==> config.mk <==
export PLATFORM = sky130hd
export DESIGN_NAME = hazard_ctrl
export DESIGN_NICKNAME = d
export VERILOG_FILES = /design/src/rtl/hazard_ctrl_pkg.sv /design/src/rtl/hazard_ctrl_match.sv /design/src/rtl/hazard_ctrl.sv
export SDC_FILE = /design/constraint.sdc
export NUM_CORES = 1
export LEC_CHECK = 0
export BUFFER_PORTS_ARGS = -buffer_cell sky130_fd_sc_hd__clkbuf_2
export CAP_MARGIN = 15
export CORE_MARGIN = 2
export CORE_UTILIZATION = 45
export CTS_BUF_LIST = sky130_fd_sc_hd__clkbuf_8
export DETAILED_ROUTE_END_ITERATION = 6
export GPL_TIMING_DRIVEN = 0
export PLACE_DENSITY = 0.78
export SYNTH_ARGS = -nofsm -noshare
export SYNTH_HDL_FRONTEND = slang
export SYNTH_SLANG_ARGS = --single-unit
==> constraint.sdc <==
create_clock -name clk -period 3.1 [get_ports clk]
set_clock_uncertainty 0.2 [all_clocks]
set_input_delay 0.31 -clock clk [delete_from_list [all_inputs] [get_ports clk]]
set_output_delay 0.31 -clock clk [all_outputs]
set_load 0.005 [all_outputs]
==> src/rtl/hazard_ctrl_pkg.sv <==
// -----------------------------------------------------------------------------
// hazard_ctrl_pkg
// Shared pipeline definitions for the hazard controller and its helpers:
//   - register-index width and the pipeline NOP encoding
//   - FSM state encoding for the stall/flush controller
//   - bundled pipeline control word and its canonical values
// -----------------------------------------------------------------------------
package hazard_ctrl_pkg;

    localparam int REG_W = 5;

    // All-zero word decodes as sll $0,$0,0: no architectural effect.
    localparam logic [31:0] NOP_INSTR = 32'h0000_0000;

    typedef enum logic [1:0] {
        RUN       = 2'd0,
        LU_STALL  = 2'd1,
        BR_STALL2 = 2'd2,
        DMEM_WAIT = 2'd3
    } hz_state_e;

    typedef struct packed {
        logic pc_write;
        logic if_id_write;
        logic if_id_flush;
        logic id_ex_bubble;
        logic ex_mem_write;
        logic mem_wb_bubble;
    } hz_ctrl_t;

    // Everything advances, nothing squashed.
    localparam hz_ctrl_t CTRL_NORMAL = '{1'b1, 1'b1, 1'b0, 1'b0, 1'b1, 1'b0};
    // Hold PC and IF/ID, inject a bubble into EX.
    localparam hz_ctrl_t CTRL_STALL  = '{1'b0, 1'b0, 1'b0, 1'b1, 1'b1, 1'b0};
    // Taken redirect: fetch the target, squash the wrong-path fetch.
    localparam hz_ctrl_t CTRL_FLUSH  = '{1'b1, 1'b1, 1'b1, 1'b0, 1'b1, 1'b0};
    // Fetch not ready: hold PC, feed a NOP into ID, downstream keeps flowing.
    localparam hz_ctrl_t CTRL_IMEM   = '{1'b0, 1'b1, 1'b1, 1'b0, 1'b1, 1'b0};
    // Data memory busy: freeze everything up to EX/MEM, bubble into WB.
    localparam hz_ctrl_t CTRL_DMEM   = '{1'b0, 1'b0, 1'b0, 1'b0, 1'b0, 1'b1};
    // Held in reset: nothing fetched, every latch loads a NOP.
    localparam hz_ctrl_t CTRL_RESET  = '{1'b0, 1'b0, 1'b1, 1'b1, 1'b1, 1'b1};

endpackage : hazard_ctrl_pkg

==> src/rtl/hazard_ctrl_match.sv <==
// -----------------------------------------------------------------------------
// hazard_match
// Combinational source/destination register compare, reusable by any unit
// that needs to know whether a producer's destination feeds a consumer.
// Ports:
//   rd_i      producer destination register
//   rs_i      consumer rs
//   rt_i      consumer rt
//   uses_rt_i consumer reads rt as a source
//   match_o   producer writes a register the consumer reads ($0 never matches)
// -----------------------------------------------------------------------------
module hazard_match
    import hazard_ctrl_pkg::*;
(
    input  logic [REG_W-1:0] rd_i,
    input  logic [REG_W-1:0] rs_i,
    input  logic [REG_W-1:0] rt_i,
    input  logic             uses_rt_i,
    output logic             match_o
);

    logic rd_nonzero_s;
    logic rs_hit_s;
    logic rt_hit_s;

    assign rd_nonzero_s = (rd_i != {REG_W{1'b0}});
    assign rs_hit_s     = (rd_i == rs_i);
    assign rt_hit_s     = (rd_i == rt_i) && uses_rt_i;
    assign match_o      = rd_nonzero_s && (rs_hit_s || rt_hit_s);

endmodule : hazard_match

==> src/rtl/hazard_ctrl.sv <==
// -----------------------------------------------------------------------------
// hazard_ctrl
// Stall/flush controller for the 5-stage pipeline. Covers hazards that
// bypassing cannot resolve (load-use into EX, operands of branches resolved in
// ID), memory wait states and taken-branch redirects, and counts stall cycles.
// Ports:
//   clk, rst               clock, synchronous active-high reset
//   IF_ID_*                source registers / kind of the instruction in ID
//   BranchTaken            ID redirect taken this cycle
//   ID_EX_*                load / register-write / destination of EX instr
//   imem_stall, dmem_stall memory wait states
//   PC_Write .. MEM_WB_Bubble  pipeline enables and NOP injects (combinational)
//   stall_count            saturating count of cycles with PC_Write=0
// -----------------------------------------------------------------------------
module hazard_ctrl
    import hazard_ctrl_pkg::*;
#(
    parameter int CNT_W = 16
) (
    input  logic             clk,
    input  logic             rst,
    input  logic [REG_W-1:0] IF_ID_RegisterRs,
    input  logic [REG_W-1:0] IF_ID_RegisterRt,
    input  logic             IF_ID_UsesRt,
    input  logic             IF_ID_IsBranch,
    input  logic             BranchTaken,
    input  logic             ID_EX_MemRead,
    input  logic             ID_EX_RegWrite,
    input  logic [REG_W-1:0] ID_EX_RegisterRd,
    input  logic             imem_stall,
    input  logic             dmem_stall,
    output logic             PC_Write,
    output logic             IF_ID_Write,
    output logic             IF_ID_Flush,
    output logic             ID_EX_Bubble,
    output logic             EX_MEM_Write,
    output logic             MEM_WB_Bubble,
    output logic [CNT_W-1:0] stall_count
);

    hz_state_e        state_q, state_d;
    hz_state_e        resume_q, resume_d;
    hz_state_e        eff_state_s;
    logic [CNT_W-1:0] cnt_q, cnt_d;
    hz_ctrl_t         ctrl_s;
    logic             match_s;
    logic             load_use_s;
    logic             branch_alu_s;
    logic             hazard_s;

    hazard_match u_match (
        .rd_i      (ID_EX_RegisterRd),
        .rs_i      (IF_ID_RegisterRs),
        .rt_i      (IF_ID_RegisterRt),
        .uses_rt_i (IF_ID_UsesRt),
        .match_o   (match_s)
    );

    assign load_use_s   = ID_EX_MemRead && match_s;
    // An ALU result is forwarded to EX, not to ID, so a branch resolving in ID
    // must wait one cycle for it.
    assign branch_alu_s = IF_ID_IsBranch && ID_EX_RegWrite && !ID_EX_MemRead && match_s;
    assign hazard_s     = load_use_s || branch_alu_s;

    // Leaving a data-memory wait behaves exactly like the interrupted state,
    // so the hazard check is redone on the cycle dmem_stall drops.
    always_comb begin
        if (state_q == DMEM_WAIT) begin
            eff_state_s = resume_q;
        end else begin
            eff_state_s = state_q;
        end
    end

    // Next-state and pipeline-control decode in priority order.
    always_comb begin
        ctrl_s   = CTRL_NORMAL;
        state_d  = eff_state_s;
        resume_d = resume_q;
        if (rst) begin
            ctrl_s   = CTRL_RESET;
            state_d  = RUN;
            resume_d = RUN;
        end else if (dmem_stall) begin
            ctrl_s   = CTRL_DMEM;
            state_d  = DMEM_WAIT;
            resume_d = eff_state_s;
        end else begin
            case (eff_state_s)
                RUN: begin
                    if (hazard_s) begin
                        // A branch fed by a load needs the value in ID, one
                        // cycle later than an EX consumer would.
                        ctrl_s = CTRL_STALL;
                        if (load_use_s && IF_ID_IsBranch) begin
                            state_d = BR_STALL2;
                        end else begin
                            state_d = LU_STALL;
                        end
                    end else if (imem_stall) begin
                        // The redirect is dropped; the branch stays in ID and
                        // re-asserts BranchTaken next cycle.
                        ctrl_s  = CTRL_IMEM;
                        state_d = RUN;
                    end else if (BranchTaken) begin
                        ctrl_s  = CTRL_FLUSH;
                        state_d = RUN;
                    end else begin
                        ctrl_s  = CTRL_NORMAL;
                        state_d = RUN;
                    end
                end
                LU_STALL: begin
                    // Bubble already inserted; skipping the hazard check here
                    // keeps it to one bubble per producer.
                    state_d = RUN;
                    if (imem_stall) begin
                        ctrl_s = CTRL_IMEM;
                    end else if (BranchTaken) begin
                        ctrl_s = CTRL_FLUSH;
                    end else begin
                        ctrl_s = CTRL_NORMAL;
                    end
                end
                BR_STALL2: begin
                    ctrl_s  = CTRL_STALL;
                    state_d = LU_STALL;
                end
                default: begin
                    ctrl_s  = CTRL_NORMAL;
                    state_d = RUN;
                end
            endcase
        end
    end

    // Saturating stall-cycle counter next value.
    always_comb begin
        if (!ctrl_s.pc_write && (cnt_q != {CNT_W{1'b1}})) begin
            cnt_d = cnt_q + {{(CNT_W-1){1'b0}}, 1'b1};
        end else begin
            cnt_d = cnt_q;
        end
    end

    // State, resume-state and counter registers.
    always_ff @(posedge clk) begin
        if (rst) begin
            state_q  <= RUN;
            resume_q <= RUN;
            cnt_q    <= {CNT_W{1'b0}};
        end else begin
            state_q  <= state_d;
            resume_q <= resume_d;
            cnt_q    <= cnt_d;
        end
    end

    assign PC_Write      = ctrl_s.pc_write;
    assign IF_ID_Write   = ctrl_s.if_id_write;
    assign IF_ID_Flush   = ctrl_s.if_id_flush;
    assign ID_EX_Bubble  = ctrl_s.id_ex_bubble;
    assign EX_MEM_Write  = ctrl_s.ex_mem_write;
    assign MEM_WB_Bubble = ctrl_s.mem_wb_bubble;
    assign stall_count   = cnt_q;

endmodule : hazard_ctrl
==> results.md <==
* Status: complete, no violations
* GRT Util Overall at 18.9%
* Sequential cell area fraction in the yosys report at 31.6%
* Area of combinational cells with multiple inputs at 806 um2
* Count of yosys warnings during synthesis at 0
* Count of standard-cell rows at 19
* Highest metal layer with signal wires: met4
* Signed area change from the synthesized netlist to the final layout at 26.1%
* Number of cells produced by synthesis at 152
* Max Fanout on Critical Path at 10
* Register-to-register path setup slack at 0.48 ns
* Depth of the most critical reg-to-reg path at 9
* Period Utilization, post-route at 85.0%
* Final standard cell count with taps included and fillers excluded at 231
* Root buffer cell: sky130_fd_sc_hd__clkbuf_8
* Slowest-stage cell, CP: sky130_fd_sc_hd__dfxtp_1
* Antenna violations before repair at 0
* Period minus WS final at 2.64 ns
* Transition at the pin with the smallest max-transition slack at 0.481 ns
* Number of antenna cells inserted at 0
* Die H at 57.0 um
* Number of synthesized register bits at 20
* Via Count at 1341
* Number of fill cells at 241
* Fraction of layout instances using a drive strength above 1 at 30.5%
* Via count of the first global-routing pass at 1145
* Final core utilization at 58.9%
* Post-CTS Resized at 0
* Count of flip-flops with a built-in enable after synthesis at 0
* Synth Cell Area at 0.00127 mm2
* Final GP Congestion at 0.830
* Setup violation total in the final timing report at 0
* TritonCTS clock tree: built
* Wire length of the first global-routing pass at 4930 um
* Cells taking the most area after synthesis: sky130_fd_sc_hd__dfxtp_1 (32%), sky130_fd_sc_hd__xor2_1 (6.2%), sky130_fd_sc_hd__o31ai_1 (5.3%), sky130_fd_sc_hd__or4_1 (5.3%), sky130_fd_sc_hd__a21oi_1 (4.7%)
* Routed wire length on met2 at 1490 um
* Arrival time of the worst setup path at 2.13 ns
* Post-synth net total at 177
* Met3 Routed Length at 206 um
* Maximum level of the CTS H-tree at 1
* Worst slew margin relative to its limit at 68.0%
* WL/cell at 13.5 um
* Total length of routed wires at 3120 um
* Most used DFF post-synth: sky130_fd_sc_hd__dfxtp_1
* Asr flop ratio synth at 0%
* Max-slew violation count at 0
* Startpoint of the tightest hold check path: ID_EX_MemRead
* Total Neg Setup Slack at 0 ns
* P per Cell Area at 388 mW/mm2
* Total Die Area at 0.00325 mm2
* Port Buffers at 44
* Most used standard cell by instance count after synthesis: sky130_fd_sc_hd__dfxtp_1
* Synth top cells by count: sky130_fd_sc_hd__dfxtp_1 (20), sky130_fd_sc_hd__nor2_1 (14), sky130_fd_sc_hd__a21oi_1 (12)
* CTS sink count at 20
* Clock buffer depth at 2
* Endpoint kind of the worst setup timing path: output port
* Launching point of the worst reg2reg path: stall_count[0]
* Cells traversed along the worst timing path: nor2b_1, a211oi_1, nor3b_1, o31ai_2, inv_2, buf_6, buf_2, clkbuf_2
* Worst Hold End: state_q[0]
* Worst Hold Path Cells at 4
* Largest vdd supply drop at 0.488 mV
* Setup repair bufs after CTS at 0
* DRC violations left at 0
* Total routed wire length on the met1 layer at 1390 um
* Worst path max stage delay at 0.38 ns
* Clock transition at path regs at 0.07 ns
* Floorplan core area at 0.00271 mm2
* Ports placed on the boundary at 46
* Syn avg cell area at 8.33 um2
* CP Class: reg -> out
* Critical Path RT at 2.59 ns
* Final hold violations at 0
* Unrepaired setup endpoints after global routing: false
* Pre-antenna DRT Iters at 4
* Type of element launching the critical path: flip-flop
* Final layout net count at 226
* Overflow left after global routing at 0
* Largest net degree at the start of global routing at 13
* FF-to-FF End: stall_count[1]
* Max-Cap Viols at 0
* Mean number of vias per cell at 5.81
* Hold-fix buffer count after cts at 0
* Initial core utilization at 46.7%
* Clock latency reported for the late side of the worst-skew pair at 0.26 ns
* Number of buffers added by the clock tree synthesis step at 3
* Dpl hpwl at 2450 um
* Max Clock Freq at 0.379 GHz
* Area share of the leading cell type in the synthesized netlist at 31.6%
* Unique masters post-synth at 42
* Final antenna-violating net count at 0
* Starting DRT DRC Count at 40
* Placed cell count at 227
* Die X at 57.0 um
* P_leak at 0.704 nW
* Synth area leader: sky130_fd_sc_hd__dfxtp_1
* Type of the tightest min-delay check: in -> reg
* Footprint of the flip-flops and latches at 400 um2
## where the power goes
group / switching (mW) / internal (mW)
Clock: 0.0888 / 0.172
Combinational: 0.0480 / 0.0396
Sequential: 0.00663 / 0.263
Total: 0.143 / 0.475
## stage by stage
stage / total power, mW / hold WS [ns] / area [um2] / setup slack [ns]
floorplan: 0.325 / 0.261 / 1270 / 0.749
global placement: 0.359 / 0.270 / 1530 / 0.411
detailed placement: 0.363 / 0.284 / 1530 / 0.320
CTS: 0.624 / 0.188 / 1600 / 0.476
global route: 0.637 / 0.245 / 1600 / 0.334
finish: 0.619 / 0.195 / 1600 / 0.464
## sequential cells by signal, indices dropped and copies added (netlist names)
register	cells
stall_count	16
resume_q	2
state_q	2
## cells in the final DEF (no fill, tap or decap), drive strengths merged, types with 2 or more instances in the layout
| cell | Yosys | final |
|---|---|---|
| a211oi | 2 | 2 |
| a21oi | 12 | 12 |
| and3 | 6 | 6 |
| and4 | 2 | 2 |
| buf | 4 | 4 |
| clkbuf | 4 | 51 |
| dfxtp | 20 | 20 |
| inv | 5 | 5 |
| mux2 | 4 | 4 |
| mux2i | 2 | 2 |
| nand2 | 7 | 7 |
| nand3 | 7 | 7 |
| nor2 | 14 | 14 |
| nor2b | 5 | 5 |
| nor3 | 3 | 3 |
| nor3b | 3 | 3 |
| nor4 | 4 | 4 |
| o21a | 2 | 2 |
| o21ai | 4 | 4 |
| o31ai | 10 | 10 |
| or4 | 9 | 9 |
| xor2 | 9 | 9 |
## how the worst max path moves through the flow
stage	startpoint	endpoint	slack, ns
6_report	state_q[0]	PC_Write	0.46
3_5_place_dp	ID_EX_RegisterRd[3]	stall_count[15]	0.32
2_1_floorplan	ID_EX_RegisterRd[3]	stall_count[15]	0.75
3_3_place_gp	ID_EX_RegisterRd[3]	stall_count[15]	0.41
5_1_grt	stall_count[0]	stall_count[14]	0.33
4_1_cts	ID_EX_RegisterRd[3]	PC_Write	0.48
## per-layer routing
metal	vias to the layer above	global-route usage (%)
met1	621	22.3
met2	57	33.8
li1	659	-
met4	0	5.98
met3	4	4.31
met5	-	0
## layout make-up
| class | count | share of cell area [%] |
|---|---|---|
| Multi-Input combinational cell | 119 | 50.5 |
| Sequential cell | 20 | 25.1 |
| Timing Repair Buffer | 44 | 13.8 |
| Clock buffer | 3 | 2.59 |
| Buffer | 8 | 2.59 |
| Tap cell | 31 | 2.43 |
| Clock inverter | 1 | 1.88 |
| Inverter | 5 | 1.18 |
## logic make-up (layout without fill, tap and decap cells)
logic type / after synthesis / after routing / synth area share [%]
AO/OA/AOI/OAI: 36 / 36 / 19.0
XOR/XNOR: 10 / 10 / 6.92
adder cells (fa/ha/maj): 1 / 1 / 0.988
buffers and inverters: 13 / 61 / 4.74
flip-flops: 20 / 20 / 31.6
multiplexers: 6 / 6 / 5.14
AND/OR/NAND/NOR: 66 / 66 / 31.6
## worst max-delay path, delay by kind of cell, from the launching register on
kind	cells	cell delay (ns)
and+or+nand+nor	2	0.51
DFF	1	0.38
AOI/OAI and AO/OA	2	0.26
buffers and inverters	4	0.71
(Power assumes the default switching activity.)
